File: config.mk
export PLATFORM = sky130hd
export DESIGN_NAME = video_timing_gen_flat
export DESIGN_NICKNAME = d
export VERILOG_FILES = /design/src/rtl/video_timing_gen_pkg.sv /design/src/rtl/video_timing_gen_if.sv /design/src/rtl/video_timing_gen_axis.sv /design/src/rtl/video_timing_gen.sv /design/src/flat_wrapper.sv
export SDC_FILE = /design/constraint.sdc
export NUM_CORES = 1
export LEC_CHECK = 0
export CORE_MARGIN = 4
export CORE_UTILIZATION = 55
export CTS_CLUSTER_SIZE = 10
export DETAILED_ROUTE_END_ITERATION = 6
export DONT_BUFFER_PORTS = 1
export PLACE_DENSITY_LB_ADDON = 0.05
export SYNTH_ARGS = -nofsm -noshare
export SYNTH_HDL_FRONTEND = slang
export SYNTH_SLANG_ARGS = --single-unit
File: constraint.sdc
create_clock -name i_Clk -period 4.2 [get_ports i_Clk]
set_clock_uncertainty 0.2 [all_clocks]
set_input_delay 1.26 -clock i_Clk [delete_from_list [all_inputs] [get_ports i_Clk]]
set_output_delay 1.26 -clock i_Clk [all_outputs]
set_load 0.05 [all_outputs]
File: src/rtl/video_timing_gen_pkg.sv
// Shared constants for the raster timing generator: default 640x480 @ 25 MHz timing,
// counter width and sync polarity encodings, plus the sync-level helper.
package video_timing_pkg;

  localparam int DEF_COUNT_WIDTH   = 10;

  localparam int DEF_TOTAL_COLS    = 800;
  localparam int DEF_ACTIVE_COLS   = 640;
  localparam int DEF_H_FRONT_PORCH = 16;
  localparam int DEF_H_SYNC_WIDTH  = 96;

  localparam int DEF_TOTAL_ROWS    = 525;
  localparam int DEF_ACTIVE_ROWS   = 480;
  localparam int DEF_V_FRONT_PORCH = 10;
  localparam int DEF_V_SYNC_WIDTH  = 2;

  localparam bit SYNC_POL_LOW  = 1'b0;
  localparam bit SYNC_POL_HIGH = 1'b1;
  localparam bit DEF_SYNC_POL  = SYNC_POL_LOW;

  typedef struct packed {
    logic blank;
    logic sync;
  } axis_flags_t;

  // Converts "inside the sync window" into the pin level for the chosen polarity.
  function automatic logic sync_level(input logic asserted, input bit active_high);
    return active_high ? asserted : ~asserted;
  endfunction

endpackage

File: src/rtl/video_timing_gen_if.sv
// Raster timing bundle driven by video_timing_gen and consumed by downstream stages.
// o_Frame_Count exists only when VIDEO_TIMING_GEN_FRAME_CNT_EN is defined.
interface video_timing_if #(
  parameter int COUNT_WIDTH = video_timing_pkg::DEF_COUNT_WIDTH
);

  logic                   o_HSync;
  logic                   o_VSync;
  logic                   o_HBlank;
  logic                   o_VBlank;
  logic                   o_Active;
  logic [COUNT_WIDTH-1:0] o_Col_Count;
  logic [COUNT_WIDTH-1:0] o_Row_Count;
  logic                   o_Frame_Start;
`ifdef VIDEO_TIMING_GEN_FRAME_CNT_EN
  logic [7:0]             o_Frame_Count;
`endif

`ifdef VIDEO_TIMING_GEN_FRAME_CNT_EN
  modport master (
    output o_HSync, o_VSync, o_HBlank, o_VBlank, o_Active,
           o_Col_Count, o_Row_Count, o_Frame_Start, o_Frame_Count
  );
  modport slave (
    input  o_HSync, o_VSync, o_HBlank, o_VBlank, o_Active,
           o_Col_Count, o_Row_Count, o_Frame_Start, o_Frame_Count
  );
`else
  modport master (
    output o_HSync, o_VSync, o_HBlank, o_VBlank, o_Active,
           o_Col_Count, o_Row_Count, o_Frame_Start
  );
  modport slave (
    input  o_HSync, o_VSync, o_HBlank, o_VBlank, o_Active,
           o_Col_Count, o_Row_Count, o_Frame_Start
  );
`endif

endinterface

File: src/rtl/video_timing_gen_axis.sv
// One raster axis: terminal-count position counter plus registered blank/sync decode.
// Flags are decoded from the next count so they line up with the registered count.
module video_timing_axis
  import video_timing_pkg::*;
#(
  parameter int COUNT_WIDTH      = DEF_COUNT_WIDTH,
  parameter int TOTAL            = DEF_TOTAL_COLS,
  parameter int ACTIVE           = DEF_ACTIVE_COLS,
  parameter int FRONT_PORCH      = DEF_H_FRONT_PORCH,
  parameter int SYNC_WIDTH       = DEF_H_SYNC_WIDTH,
  parameter bit SYNC_ACTIVE_HIGH = DEF_SYNC_POL
) (
  input  logic                   clk,
  input  logic                   rst_n,
  input  logic                   i_advance,
  output logic                   o_terminal,
  output logic [COUNT_WIDTH-1:0] o_count,
  output logic                   o_blank,
  output logic                   o_sync,
  output logic                   o_active_next
);

  // One extra bit so a window ending exactly at 2**COUNT_WIDTH still compares correctly.
  localparam int EW = COUNT_WIDTH + 1;

  localparam logic [COUNT_WIDTH-1:0] LAST         = COUNT_WIDTH'(TOTAL - 1);
  localparam logic [EW-1:0]          ACTIVE_E     = EW'(ACTIVE);
  localparam logic [EW-1:0]          SYNC_START_E = EW'(ACTIVE + FRONT_PORCH);
  localparam logic [EW-1:0]          SYNC_END_E   = EW'(ACTIVE + FRONT_PORCH + SYNC_WIDTH);

  localparam axis_flags_t RESET_FLAGS = '{blank: 1'b0, sync: sync_level(1'b0, SYNC_ACTIVE_HIGH)};

  logic [COUNT_WIDTH-1:0] count_q, count_d;
  logic [EW-1:0]          count_e;
  axis_flags_t            flags_q, flags_d;

  assign o_terminal = (count_q == LAST);

  // NOTE: every always_comb output gets a default before any branch, so no latch is inferred.
  always_comb begin
    count_d = count_q;
    if (i_advance) begin
      count_d = o_terminal ? '0 : count_q + COUNT_WIDTH'(1);
    end
    count_e       = {1'b0, count_d};
    flags_d.blank = (count_e >= ACTIVE_E);
    flags_d.sync  = sync_level((count_e >= SYNC_START_E) && (count_e < SYNC_END_E),
                               SYNC_ACTIVE_HIGH);
  end

  assign o_active_next = ~flags_d.blank;

  // NOTE: state registers use non-blocking assignments so every flop samples pre-edge values.
  // NOTE: reset restores position (0,0) with its decoded flags, i.e. a valid raster point.
  always_ff @(posedge clk or negedge rst_n) begin
    if (!rst_n) begin
      count_q <= '0;
      flags_q <= RESET_FLAGS;
    end else begin
      count_q <= count_d;
      flags_q <= flags_d;
    end
  end

  assign o_count = count_q;
  assign o_blank = flags_q.blank;
  assign o_sync  = flags_q.sync;

endmodule

File: src/rtl/video_timing_gen.sv
// Free-running raster timing source (HSync/VSync/blanks/active/position/frame strobe).
// Define VIDEO_TIMING_GEN_FRAME_CNT_EN to add the 8-bit o_Frame_Count output.
module video_timing_gen
  import video_timing_pkg::*;
#(
  parameter int COUNT_WIDTH      = DEF_COUNT_WIDTH,
  parameter int TOTAL_COLS       = DEF_TOTAL_COLS,
  parameter int TOTAL_ROWS       = DEF_TOTAL_ROWS,
  parameter int ACTIVE_COLS      = DEF_ACTIVE_COLS,
  parameter int ACTIVE_ROWS      = DEF_ACTIVE_ROWS,
  parameter int H_FRONT_PORCH    = DEF_H_FRONT_PORCH,
  parameter int H_SYNC_WIDTH     = DEF_H_SYNC_WIDTH,
  parameter int V_FRONT_PORCH    = DEF_V_FRONT_PORCH,
  parameter int V_SYNC_WIDTH     = DEF_V_SYNC_WIDTH,
  parameter bit SYNC_ACTIVE_HIGH = DEF_SYNC_POL
) (
  input  logic          i_Clk,
  input  logic          i_Rst_n,
  input  logic          i_Enable,
  video_timing_if.master vid
);

  if (ACTIVE_COLS + H_FRONT_PORCH + H_SYNC_WIDTH > TOTAL_COLS) begin : g_bad_h_timing
    $error("video_timing_gen: horizontal active+porch+sync exceeds TOTAL_COLS");
  end
  if (ACTIVE_ROWS + V_FRONT_PORCH + V_SYNC_WIDTH > TOTAL_ROWS) begin : g_bad_v_timing
    $error("video_timing_gen: vertical active+porch+sync exceeds TOTAL_ROWS");
  end
  if ((TOTAL_COLS > 2**COUNT_WIDTH) || (TOTAL_ROWS > 2**COUNT_WIDTH)) begin : g_bad_width
    $error("video_timing_gen: COUNT_WIDTH too small for TOTAL_COLS/TOTAL_ROWS");
  end
  if ((H_SYNC_WIDTH < 1) || (V_SYNC_WIDTH < 1)) begin : g_bad_sync
    $error("video_timing_gen: sync widths must be at least 1");
  end

  logic                   h_terminal, v_terminal, v_advance;
  logic                   h_active_next, v_active_next;
  logic                   h_blank, v_blank, h_sync, v_sync;
  logic [COUNT_WIDTH-1:0] col, row;

  // The row only moves on the column wrap, so VSync and VBlank change at line boundaries.
  assign v_advance = i_Enable & h_terminal;

  video_timing_axis #(
    .COUNT_WIDTH      (COUNT_WIDTH),
    .TOTAL            (TOTAL_COLS),
    .ACTIVE           (ACTIVE_COLS),
    .FRONT_PORCH      (H_FRONT_PORCH),
    .SYNC_WIDTH       (H_SYNC_WIDTH),
    .SYNC_ACTIVE_HIGH (SYNC_ACTIVE_HIGH)
  ) u_h_axis (
    .clk           (i_Clk),
    .rst_n         (i_Rst_n),
    .i_advance     (i_Enable),
    .o_terminal    (h_terminal),
    .o_count       (col),
    .o_blank       (h_blank),
    .o_sync        (h_sync),
    .o_active_next (h_active_next)
  );

  video_timing_axis #(
    .COUNT_WIDTH      (COUNT_WIDTH),
    .TOTAL            (TOTAL_ROWS),
    .ACTIVE           (ACTIVE_ROWS),
    .FRONT_PORCH      (V_FRONT_PORCH),
    .SYNC_WIDTH       (V_SYNC_WIDTH),
    .SYNC_ACTIVE_HIGH (SYNC_ACTIVE_HIGH)
  ) u_v_axis (
    .clk           (i_Clk),
    .rst_n         (i_Rst_n),
    .i_advance     (v_advance),
    .o_terminal    (v_terminal),
    .o_count       (row),
    .o_blank       (v_blank),
    .o_sync        (v_sync),
    .o_active_next (v_active_next)
  );

  logic active_q, active_d;
  logic frame_start_q, frame_start_d;

  // Frame start marks the step from the last pixel of the frame to (0,0); disable blocks it.
  always_comb begin
    active_d      = h_active_next & v_active_next;
    frame_start_d = v_advance & v_terminal;
  end

  always_ff @(posedge i_Clk or negedge i_Rst_n) begin
    if (!i_Rst_n) begin
      active_q      <= 1'b1;
      frame_start_q <= 1'b0;
    end else begin
      active_q      <= active_d;
      frame_start_q <= frame_start_d;
    end
  end

`ifdef VIDEO_TIMING_GEN_FRAME_CNT_EN
  logic [7:0] frame_count_q, frame_count_d;

  always_comb begin
    frame_count_d = frame_count_q;
    if (frame_start_d) begin
      frame_count_d = frame_count_q + 8'd1;
    end
  end

  always_ff @(posedge i_Clk or negedge i_Rst_n) begin
    if (!i_Rst_n) begin
      frame_count_q <= 8'd0;
    end else begin
      frame_count_q <= frame_count_d;
    end
  end

  assign vid.o_Frame_Count = frame_count_q;
`endif

  assign vid.o_HSync       = h_sync;
  assign vid.o_VSync       = v_sync;
  assign vid.o_HBlank      = h_blank;
  assign vid.o_VBlank      = v_blank;
  assign vid.o_Active      = active_q;
  assign vid.o_Col_Count   = col;
  assign vid.o_Row_Count   = row;
  assign vid.o_Frame_Start = frame_start_q;

endmodule

File: src/flat_wrapper.sv
// flat-port wrapper written by rule: the top's interface ports become plain ports
module video_timing_gen_flat import video_timing_pkg::*;
#(
  parameter int COUNT_WIDTH      = DEF_COUNT_WIDTH,
  parameter int TOTAL_COLS       = DEF_TOTAL_COLS,
  parameter int TOTAL_ROWS       = DEF_TOTAL_ROWS,
  parameter int ACTIVE_COLS      = DEF_ACTIVE_COLS,
  parameter int ACTIVE_ROWS      = DEF_ACTIVE_ROWS,
  parameter int H_FRONT_PORCH    = DEF_H_FRONT_PORCH,
  parameter int H_SYNC_WIDTH     = DEF_H_SYNC_WIDTH,
  parameter int V_FRONT_PORCH    = DEF_V_FRONT_PORCH,
  parameter int V_SYNC_WIDTH     = DEF_V_SYNC_WIDTH,
  parameter bit SYNC_ACTIVE_HIGH = DEF_SYNC_POL
)
  (i_Clk, i_Rst_n, i_Enable, vid_o_HSync, vid_o_VSync, vid_o_HBlank, vid_o_VBlank, vid_o_Active, vid_o_Col_Count, vid_o_Row_Count, vid_o_Frame_Start);
  video_timing_if #(.COUNT_WIDTH(COUNT_WIDTH)) vid_i ();
  input  logic i_Clk;
  input  logic i_Rst_n;
  input  logic i_Enable;
  output wire logic [$bits(vid_i.o_HSync)-1:0] vid_o_HSync;
  output wire logic [$bits(vid_i.o_VSync)-1:0] vid_o_VSync;
  output wire logic [$bits(vid_i.o_HBlank)-1:0] vid_o_HBlank;
  output wire logic [$bits(vid_i.o_VBlank)-1:0] vid_o_VBlank;
  output wire logic [$bits(vid_i.o_Active)-1:0] vid_o_Active;
  output wire logic [$bits(vid_i.o_Col_Count)-1:0] vid_o_Col_Count;
  output wire logic [$bits(vid_i.o_Row_Count)-1:0] vid_o_Row_Count;
  output wire logic [$bits(vid_i.o_Frame_Start)-1:0] vid_o_Frame_Start;
  assign vid_o_HSync = vid_i.o_HSync;
  assign vid_o_VSync = vid_i.o_VSync;
  assign vid_o_HBlank = vid_i.o_HBlank;
  assign vid_o_VBlank = vid_i.o_VBlank;
  assign vid_o_Active = vid_i.o_Active;
  assign vid_o_Col_Count = vid_i.o_Col_Count;
  assign vid_o_Row_Count = vid_i.o_Row_Count;
  assign vid_o_Frame_Start = vid_i.o_Frame_Start;
  video_timing_gen #(.COUNT_WIDTH(COUNT_WIDTH), .TOTAL_COLS(TOTAL_COLS), .TOTAL_ROWS(TOTAL_ROWS), .ACTIVE_COLS(ACTIVE_COLS), .ACTIVE_ROWS(ACTIVE_ROWS), .H_FRONT_PORCH(H_FRONT_PORCH), .H_SYNC_WIDTH(H_SYNC_WIDTH), .V_FRONT_PORCH(V_FRONT_PORCH), .V_SYNC_WIDTH(V_SYNC_WIDTH), .SYNC_ACTIVE_HIGH(SYNC_ACTIVE_HIGH)) u_core (.i_Clk(i_Clk), .i_Rst_n(i_Rst_n), .i_Enable(i_Enable), .vid(vid_i));
endmodule
Word-level counts from Yosys, hierarchy flattened
Index checks and enable logic that the tools add are counted.
{"block": "totals", "inputBits": 3, "register_bits": 26, "word_cells": 31, "output_inout_bits": 26}
{"block": "op_classes", "bitwise": 7, "mux": 4, "magnitude_cmp": 6, "eq_ne": 2, "n_reduce_logical": 2, "n_addsub": 2}
{"cell": "10-bit 2-to-1 mux", "n": 4}
{"cell": "10-bit by 1-bit adder with 10-bit output, second input constant", "n": 2}
{"cell": "10-bit equality test, second input constant", "n": 2}
{"cell": "10-bit greater-or-equal comparator, second input constant", "n": 2}
{"cell": "10-bit by 9-bit greater-or-equal comparator with 1-bit output, second input constant", "n": 2}
{"cell": "10-bit less-than comparator, second input constant", "n": 1}
{"cell": "10-bit by 9-bit less-than comparator with 1-bit output, second input constant", "n": 1}
{"cell": "1-bit NOT", "n": 4}
{"cell": "1-bit AND", "n": 3}
{"cell": "1-bit logical AND", "n": 2}

Longest topological paths before layout
Gate-level depths: netlist (run 1).
{"block": "logic_depth", "word_depth": 6, "depth_mapped": 8, "mapped_depth_nobuf": 8}

Modules after synthesis
Synthesis (run 1) repeated with hierarchy kept, for this count alone.
{"block": "unflattened", "cells_unflattened": 140, "hier_area_um2": 1398.8}
{"module": "video_timing_axis at u_core.u_v_axis", "seq_area_each_um2": 301.5, "cells_each": 72, "area_per_inst_um2": 715.7, "n_inst": 1}
{"module": "video_timing_axis at u_core.u_h_axis", "seq_area_each_um2": 301.5, "cells_each": 63, "area_per_inst_um2": 613.1, "n_inst": 1}
{"module": "video_timing_gen", "seq_area_each_um2": 51.3, "cells_each": 5, "area_per_inst_um2": 70.1, "n_inst": 1}

Worst setup path before layout (run 1)
OpenSTA, ideal clock, no wires.
{"block": "synth_path", "path_type": "in2reg", "start": "input port i_Enable", "end": "register u_core.u_v_axis.flags_q (netlist bit u_core.u_v_axis.o_blank)", "setup_ps": 124, "path_slack_ps": 1035, "t_arrival_ps": 2841, "required_time_ps": 3876, "cell_stages": 7, "path_buffers": 1, "cell_sequence": "buf_2 nand4_1 nor4_4 nand4_2 xnor2_2 and4_1 or2_1"}
{"element": "start: declaration", "line_no": "flat_wrapper.sv:19", "text": "input logic i_Enable;"}
{"element": "end signal: assignment", "line_no": "video_timing_gen_axis.sv:61", "text": "flags_q <= flags_d;"}
{"element": "end: declaration", "line_no": "video_timing_gen_axis.sv:35", "text": "axis_flags_t flags_q, flags_d;"}

==> impl_metrics.env, run 1 <==
export IMPL_outcome="completed"
export IMPL_irDropWorstVdd_mv=0.444
export IMPL_hold_slack_ns=0.402
export IMPL_finalHoldViolations=0
export IMPL_synth_area_top_cells="dfrtp_1 (41%), dfstp_2 (5.6%), xnor2_1 (5.0%)"
export IMPL_num_vias=1078
export IMPL_worst_pin_slew_ns=0.724
export IMPL_start_kind="flip-flop"
export IMPL_syn_inst=139
export IMPL_relSlewSlack=0.517
export IMPL_cts_sinks=26
export IMPL_setup_tns_final_ns=0
export IMPL_min_path_type="input port to async pin"
export IMPL_dieWidth_um=58.4
export IMPL_antenna_cells=0
export IMPL_critPathArrivalTime_ns=2.91
export IMPL_multi_input_area_um2=694
export IMPL_post_route_period_util=0.678
export IMPL_num_io_pins=29
export IMPL_p_leak_nw=0.604
export IMPL_drt_initial_drc_count=36
export IMPL_powerDensity_nw_per_um2=468
export IMPL_cts_made_buffers=3
export IMPL_crit_fanout=6
export IMPL_insertion_delay_ns=0.32
export IMPL_max_freq_mhz=351
export IMPL_grt_overflow=0
export IMPL_reg2reg_from="u_core.u_v_axis.o_count[0]$_DFF_PN0_"
export IMPL_ys_flop_type="dfrtp_1"
export IMPL_fp_dieH_um=58.4
export IMPL_drc_errors=0
export IMPL_synth_top_cells_by_count="dfrtp_1 (23), nand2_1 (15), nor2_1 (9)"
export IMPL_die_area_um2=3410
export IMPL_r2r_setup_slack_ns=1.35
export IMPL_ys_ff_latch=26
export IMPL_yosysWarnings=0
export IMPL_grt_first_pass_wirelength_mm=5.11
export IMPL_gp_congestion=0.837
export IMPL_gr_usage_all_layers=0.194
export IMPL_nets=146
export IMPL_drv_slew=0
export IMPL_syn_num_nets=145
export IMPL_synth_top_cell_by_area="dfrtp_1"
export IMPL_synth_most_common_cell="dfrtp_1"
export IMPL_layout_drive_gt1_share=0.101
export IMPL_cts_path_max_buffers=2
export IMPL_crit_path_end="u_core.u_v_axis.o_sync$_DFF_PN1_"
export IMPL_synth_edf_count=0
export IMPL_placeableCoreArea_um2=2320
export IMPL_max_cap_violations=0
export IMPL_regArea_um2=654
export IMPL_io_buffers=0
export IMPL_avgSynthCellArea_um2=10.0
export IMPL_nFillCells=202
export IMPL_hpwlAfterDp_mm=2.09
export IMPL_netlist_area_um2=1400
export IMPL_synth_seq_area_share=0.469
export IMPL_critPathRequiredTime_ns=4.26
export IMPL_holdBufCountCts=0
export IMPL_routedWlPerCell_um=17.1
export IMPL_async_reset_ff_frac=1.00
export IMPL_startpoint="u_core.u_v_axis.o_count[0]$_DFF_PN0_"
export IMPL_min_period_ns=2.85
export IMPL_reg2reg_depth=8
export IMPL_h_tree_depth=1
export IMPL_endpoint_kind="flip-flop"
export IMPL_setup_viol=0
export IMPL_ant_nets=0
export IMPL_cts_tree="built"
export IMPL_detail_route_vias_per_cell=6.46
export IMPL_ys_types=41
export IMPL_synthToLayoutAreaGrowth_pct=3.85
export IMPL_initial_core_util=0.602
export IMPL_clkTransAtPathRegs_ns=0.14
export IMPL_rsz0062_at_grt="false"
export IMPL_post_cts_buffers=0
export IMPL_cts_repair_resized=0
export IMPL_antenna_found_initial=0
export IMPL_drtPass1Iterations=4
export IMPL_routed_wl_mm=2.86
export IMPL_grt_max_degree=27
export IMPL_worstReg2RegEnd="u_core.u_v_axis.o_sync$_DFF_PN1_"
export IMPL_path_class="flip-flop to flip-flop"
export IMPL_fp_row_count=17
export IMPL_utilization=0.625
export IMPL_root_buffer="clkbuf_4"
export IMPL_grt_pass1_vias=1032
export IMPL_synth_top_area_share=0.412
-- sequential cells by signal (all words and copies together), names as in the netlist --
name	flops
u_core.u_h_axis.o_blank	1
u_core.u_h_axis.o_count	10
u_core.u_h_axis.o_sync	1
u_core.u_v_axis.o_blank	1
u_core.u_v_axis.o_count	10
u_core.u_v_axis.o_sync	1
u_core.vid.o_Active	1
u_core.vid.o_Frame_Start	1
-- per-stage QoR --
stage / setup WS, ns / cells / power (mW) / cell area (um2)
after global placement: 1.09 / 163 / 0.552 / 1410
final: 1.35 / 167 / 0.679 / 1450
after floorplan: 1.03 / 139 / 0.528 / 1400
after detailed placement: 1.02 / 163 / 0.557 / 1410
after CTS: 1.35 / 167 / 0.686 / 1450
after global routing: 1.15 / 167 / 0.723 / 1450
-- worst max-delay path, cell delays in order (launching register included) --
cell,delay (ns)
dfrtp_1,0.64
inv_1,0.19
ha_1,0.17
or4b_1,0.48
or4_4,0.52
o211ai_2,0.07
nand3_1,0.16
a31oi_1,0.24
nand4b_1,0.12
-- report_power, final --
part	switching, mW	total [mW]	internal (mW)
Clock	0.0752	0.128	0.0531
Combinational	0.0561	0.0996	0.0435
Sequential	0.170	0.451	0.281
Total	0.301	0.679	0.377
-- how the worst min path moves through the flow --
stage | from | end | slack [ns] | depth (start not counted)
after floorplan | u_core.u_h_axis.o_count[9]$_DFF_PN0_ | u_core.u_h_axis.o_sync$_DFF_PN1_ | 0.57 | 1
after global placement | u_core.u_h_axis.o_count[9]$_DFF_PN0_ | u_core.u_h_axis.o_sync$_DFF_PN1_ | 0.62 | 1
after detailed placement | u_core.u_h_axis.o_count[9]$_DFF_PN0_ | u_core.u_h_axis.o_sync$_DFF_PN1_ | 0.63 | 1
after CTS | i_Rst_n | u_core.u_h_axis.o_blank$_DFF_PN0_ | 0.39 | 0
after global routing | i_Rst_n | u_core.u_h_axis.o_count[8]$_DFF_PN0_ | 0.35 | 0
final | i_Rst_n | u_core.u_h_axis.o_count[0]$_DFF_PN0_ | 0.40 | 0
-- layer usage --
metal / vias up / global-route usage / routed length, um
met4: 0 / 0.0695 / 47
met3: 5 / 0.0482 / 203
met1: 530 / 0.275 / 1330
li1: 508 / - / -
met5: - / 0 / 0
met2: 35 / 0.287 / 1280
-- cells in the final DEF (no fill, tap or decap), drive strengths merged, types with 4 or more instances in the layout --
cell type,netlist,routed
clkbuf,2,4
dfrtp,23,23
inv,6,6
nand2,15,15
nand3,7,7
nand4,9,9
nor2,9,9
nor3,5,5
o21ai,8,8
xnor2,9,9
xor2,4,4
-- logic make-up (layout without fill, tap and decap cells) --
kind of cell             Yosys count  in the layout  share of synthesized area
multiplexers                       2              2                     0.0143
buffers and inverters             11             11                     0.0341
AND/OR/NAND/NOR                   65             65                      0.278
AO/OA/AOI/OAI                     19             19                     0.0914
flip-flops                        26             26                      0.469
adder cells (fa/ha/maj)            3              3                     0.0269
XOR/XNOR                          13             13                     0.0869
-- cell type report --
class,instances,share of cell area
Tap cell,28,0.0242
Multi-Input combinational cell,102,0.479
Clock buffer,4,0.0250
Sequential cell,26,0.451
Inverter,6,0.0155
Timing Repair Buffer,1,0.00518
No activity file was read; power rests on OpenSTA's default activity.
==> inputs of run 2 (changes only) <==
- clock period: 4.2 -> 2.3 ns (I/O delays scaled with it)
==> run 2 against run 1 <==
  * The flow now finishes with violations (negative setup slack)
  * Die area unchanged
  * Register-to-register slack worse by 1.4 ns
  * Combinational power rose to 6.2 times the previous value
  * Total power up 120%
  * Sequential cell count unchanged
  * Clock-buffer cell count down 1
  * Via count up 19%
  * Critical path type unchanged
  * Largest cell class unchanged
  * Highest routed layer unchanged
==> impl_metrics.env, run 2 (synthesized netlist as in run 1, its figures left out) <==
export IMPL_crit_fanout=4
export IMPL_finalHoldViolations=0
export IMPL_endpoint_kind="flip-flop"
export IMPL_violations="negative setup slack"
export IMPL_mostFrequentLayoutCell="buf_4"
export IMPL_p_seq_frac=0.378
export IMPL_cts_tree="built"
export IMPL_grt_overflow=0
export IMPL_detail_route_vias_per_cell=6.30
export IMPL_drtPass1Iterations=4
export IMPL_placeableCoreArea_um2=2320
export IMPL_dieWidth_um=58.4
export IMPL_cts_made_buffers=3
export IMPL_insertion_delay_ns=0.33
export IMPL_synthToLayoutAreaGrowth_pct=30.9
export IMPL_max_freq_mhz=429
export IMPL_relSlewSlack=0.686
export IMPL_num_io_pins=29
export IMPL_final_cell_mix="buf_4 (35), dfrtp_1 (16), nand2_1 (15)"
export IMPL_hpwlAfterDp_mm=2.64
export IMPL_clkTransAtPathRegs_ns=0.15
export IMPL_antenna_cells=0
export IMPL_crit_slowest_cell="or4b_4"
export IMPL_min_path_type="input port to flip-flop"
export IMPL_grt_pass1_vias=1289
export IMPL_drt_initial_drc_count=62
export IMPL_cp_slowest_stage_delay_ns=0.47
export IMPL_crit_chain="inv_2 -> ha_4 -> or4b_4 -> or4_4 -> o211ai_2 -> nand3_2 -> or2_1"
export IMPL_antenna_found_initial=0
export IMPL_initial_core_util=0.602
export IMPL_setup_ws_ns=-0.0285
export IMPL_gr_usage_all_layers=0.222
export IMPL_routed_wl_mm=3.68
export IMPL_hold_slack_ns=0.300
export IMPL_grt_first_pass_wirelength_mm=5.96
export IMPL_p_sw_mw=0.619
export IMPL_outcome="finished, violations left"
export IMPL_max_cap_violations=0
export IMPL_nFillCells=158
export IMPL_clkPwrFrac=0.215
export IMPL_cts_sinks=26
export IMPL_drv_slew=0
export IMPL_die_area_um2=3410
export IMPL_worst_pin_slew_ns=0.467
export IMPL_path_class="flip-flop to flip-flop"
export IMPL_critPathRequiredTime_ns=2.33
export IMPL_p_total_mw=1.50
export IMPL_critPathBufInv=1
export IMPL_utilization=0.788
export IMPL_placed_area_um2=1660
export IMPL_ant_nets=0
export IMPL_grt_max_degree=27
export IMPL_nets=183
export IMPL_fp_row_count=17
export IMPL_routedWlPerCell_um=18.0
export IMPL_drc_errors=0
export IMPL_irDropWorstVdd_mv=1.11
export IMPL_layout_drive_gt1_share=0.369
export IMPL_powerDensity_nw_per_um2=823
export IMPL_fp_dieH_um=58.4
export IMPL_gp_congestion=0.898
export IMPL_cts_path_max_buffers=2
export IMPL_h_tree_depth=1
export IMPL_p_leak_nw=0.786
export IMPL_critPathTopFamily="simple AND/OR/NAND/NOR gates"
export IMPL_io_buffers=0
export IMPL_rsz0062_at_grt="true"
export IMPL_comb_power_share=0.407
export IMPL_num_vias=1286
export IMPL_stdcell_area_um2=1830
export IMPL_switching_share=0.412
export IMPL_min_period_ns=2.33
export IMPL_root_buffer="clkbuf_4"
export IMPL_post_route_period_util=1.01
export IMPL_critPathArrivalTime_ns=2.36
export IMPL_setup_viol=2
export IMPL_start_kind="flip-flop"
export IMPL_p_int_mw=0.886
==> run 2: final timing paths <==
path / startpoint / end / slack [ns] / depth (start not counted)
worst max-delay path: u_core.u_v_axis.o_count[1]$_DFF_PN0_ / u_core.u_v_axis.o_blank$_DFF_PN0_ / -0.03 / 7
worst min-delay path: i_Enable / u_core.u_h_axis.o_count[2]$_DFF_PN0_ / 0.30 / 2
worst max register to register: u_core.u_v_axis.o_count[1]$_DFF_PN0_ / u_core.u_v_axis.o_blank$_DFF_PN0_ / -0.03 / 7
worst min register to register: u_core.u_v_axis.o_count[0]$_DFF_PN0_ / u_core.u_v_axis.o_count[0]$_DFF_PN0_ / 0.40 / 3
max in group asynchronous: i_Rst_n / u_core.u_v_axis.o_sync$_DFF_PN1_ / 1.11 / 2
min in group asynchronous: i_Rst_n / u_core.u_v_axis.o_blank$_DFF_PN0_ / 0.56 / 2
==> run 2: per-stage QoR <==
stage,worst slack (ns),cells,TNS (ns)
finish,-0.0285,204,-0.0336
global route,-0.114,204,-0.281
global placement,-0.142,195,-0.404
CTS,-0.00821,204,-0.00821
floorplan,-0.264,139,-0.715
detailed placement,-0.184,195,-0.725
==> run 2: cell type report <==
cell class	instances	area, um2	area share
Clock buffer	3	22.5	0.0123
Clock inverter	1	30.0	0.0164
Multi-Input combinational cell	102	751	0.411
Timing Repair Buffer	38	304	0.166
Tap cell	28	35.0	0.0192
Inverter	6	22.5	0.0123
Sequential cell	26	663	0.363
==> run 2: metal layers <==
| layer | vias up | track usage | wire, um |
|---|---|---|---|
| li1 | 585 | - | - |
| met1 | 634 | 0.305 | 1580 |
| met2 | 63 | 0.348 | 1780 |
| met3 | 4 | 0.0592 | 295 |
| met4 | 0 | 0.0563 | 24 |
| met5 | - | 0 | 0 |
==> run 2: power groups by stage <==
stage,sequential [mW],combinational [mW],clock (mW)
final,0.568,0.613,0.324
after global routing,0.575,0.648,0.349
after floorplan,0.810,0.157,0
after detailed placement,0.573,0.589,0
after global placement,0.568,0.571,0
after CTS,0.565,0.606,0.325
==> run 2: worst register-to-register path, stage by stage, from the launching register on <==
cell	delay, ns
dfrtp_2	0.44
inv_2	0.08
ha_4	0.13
or4b_4	0.47
or4_4	0.44
o211ai_2	0.08
nand3_2	0.13
or2_1	0.26
==> run 2: repair_timing <==
item	4_1_cts	5_1_grt
endpoints found under the hold margin	26	0
buffers inserted	3	0
pin swaps	6	2
setup endpoints to repair	8	3
gates resized for setup	9	2
hold buffers	2	0
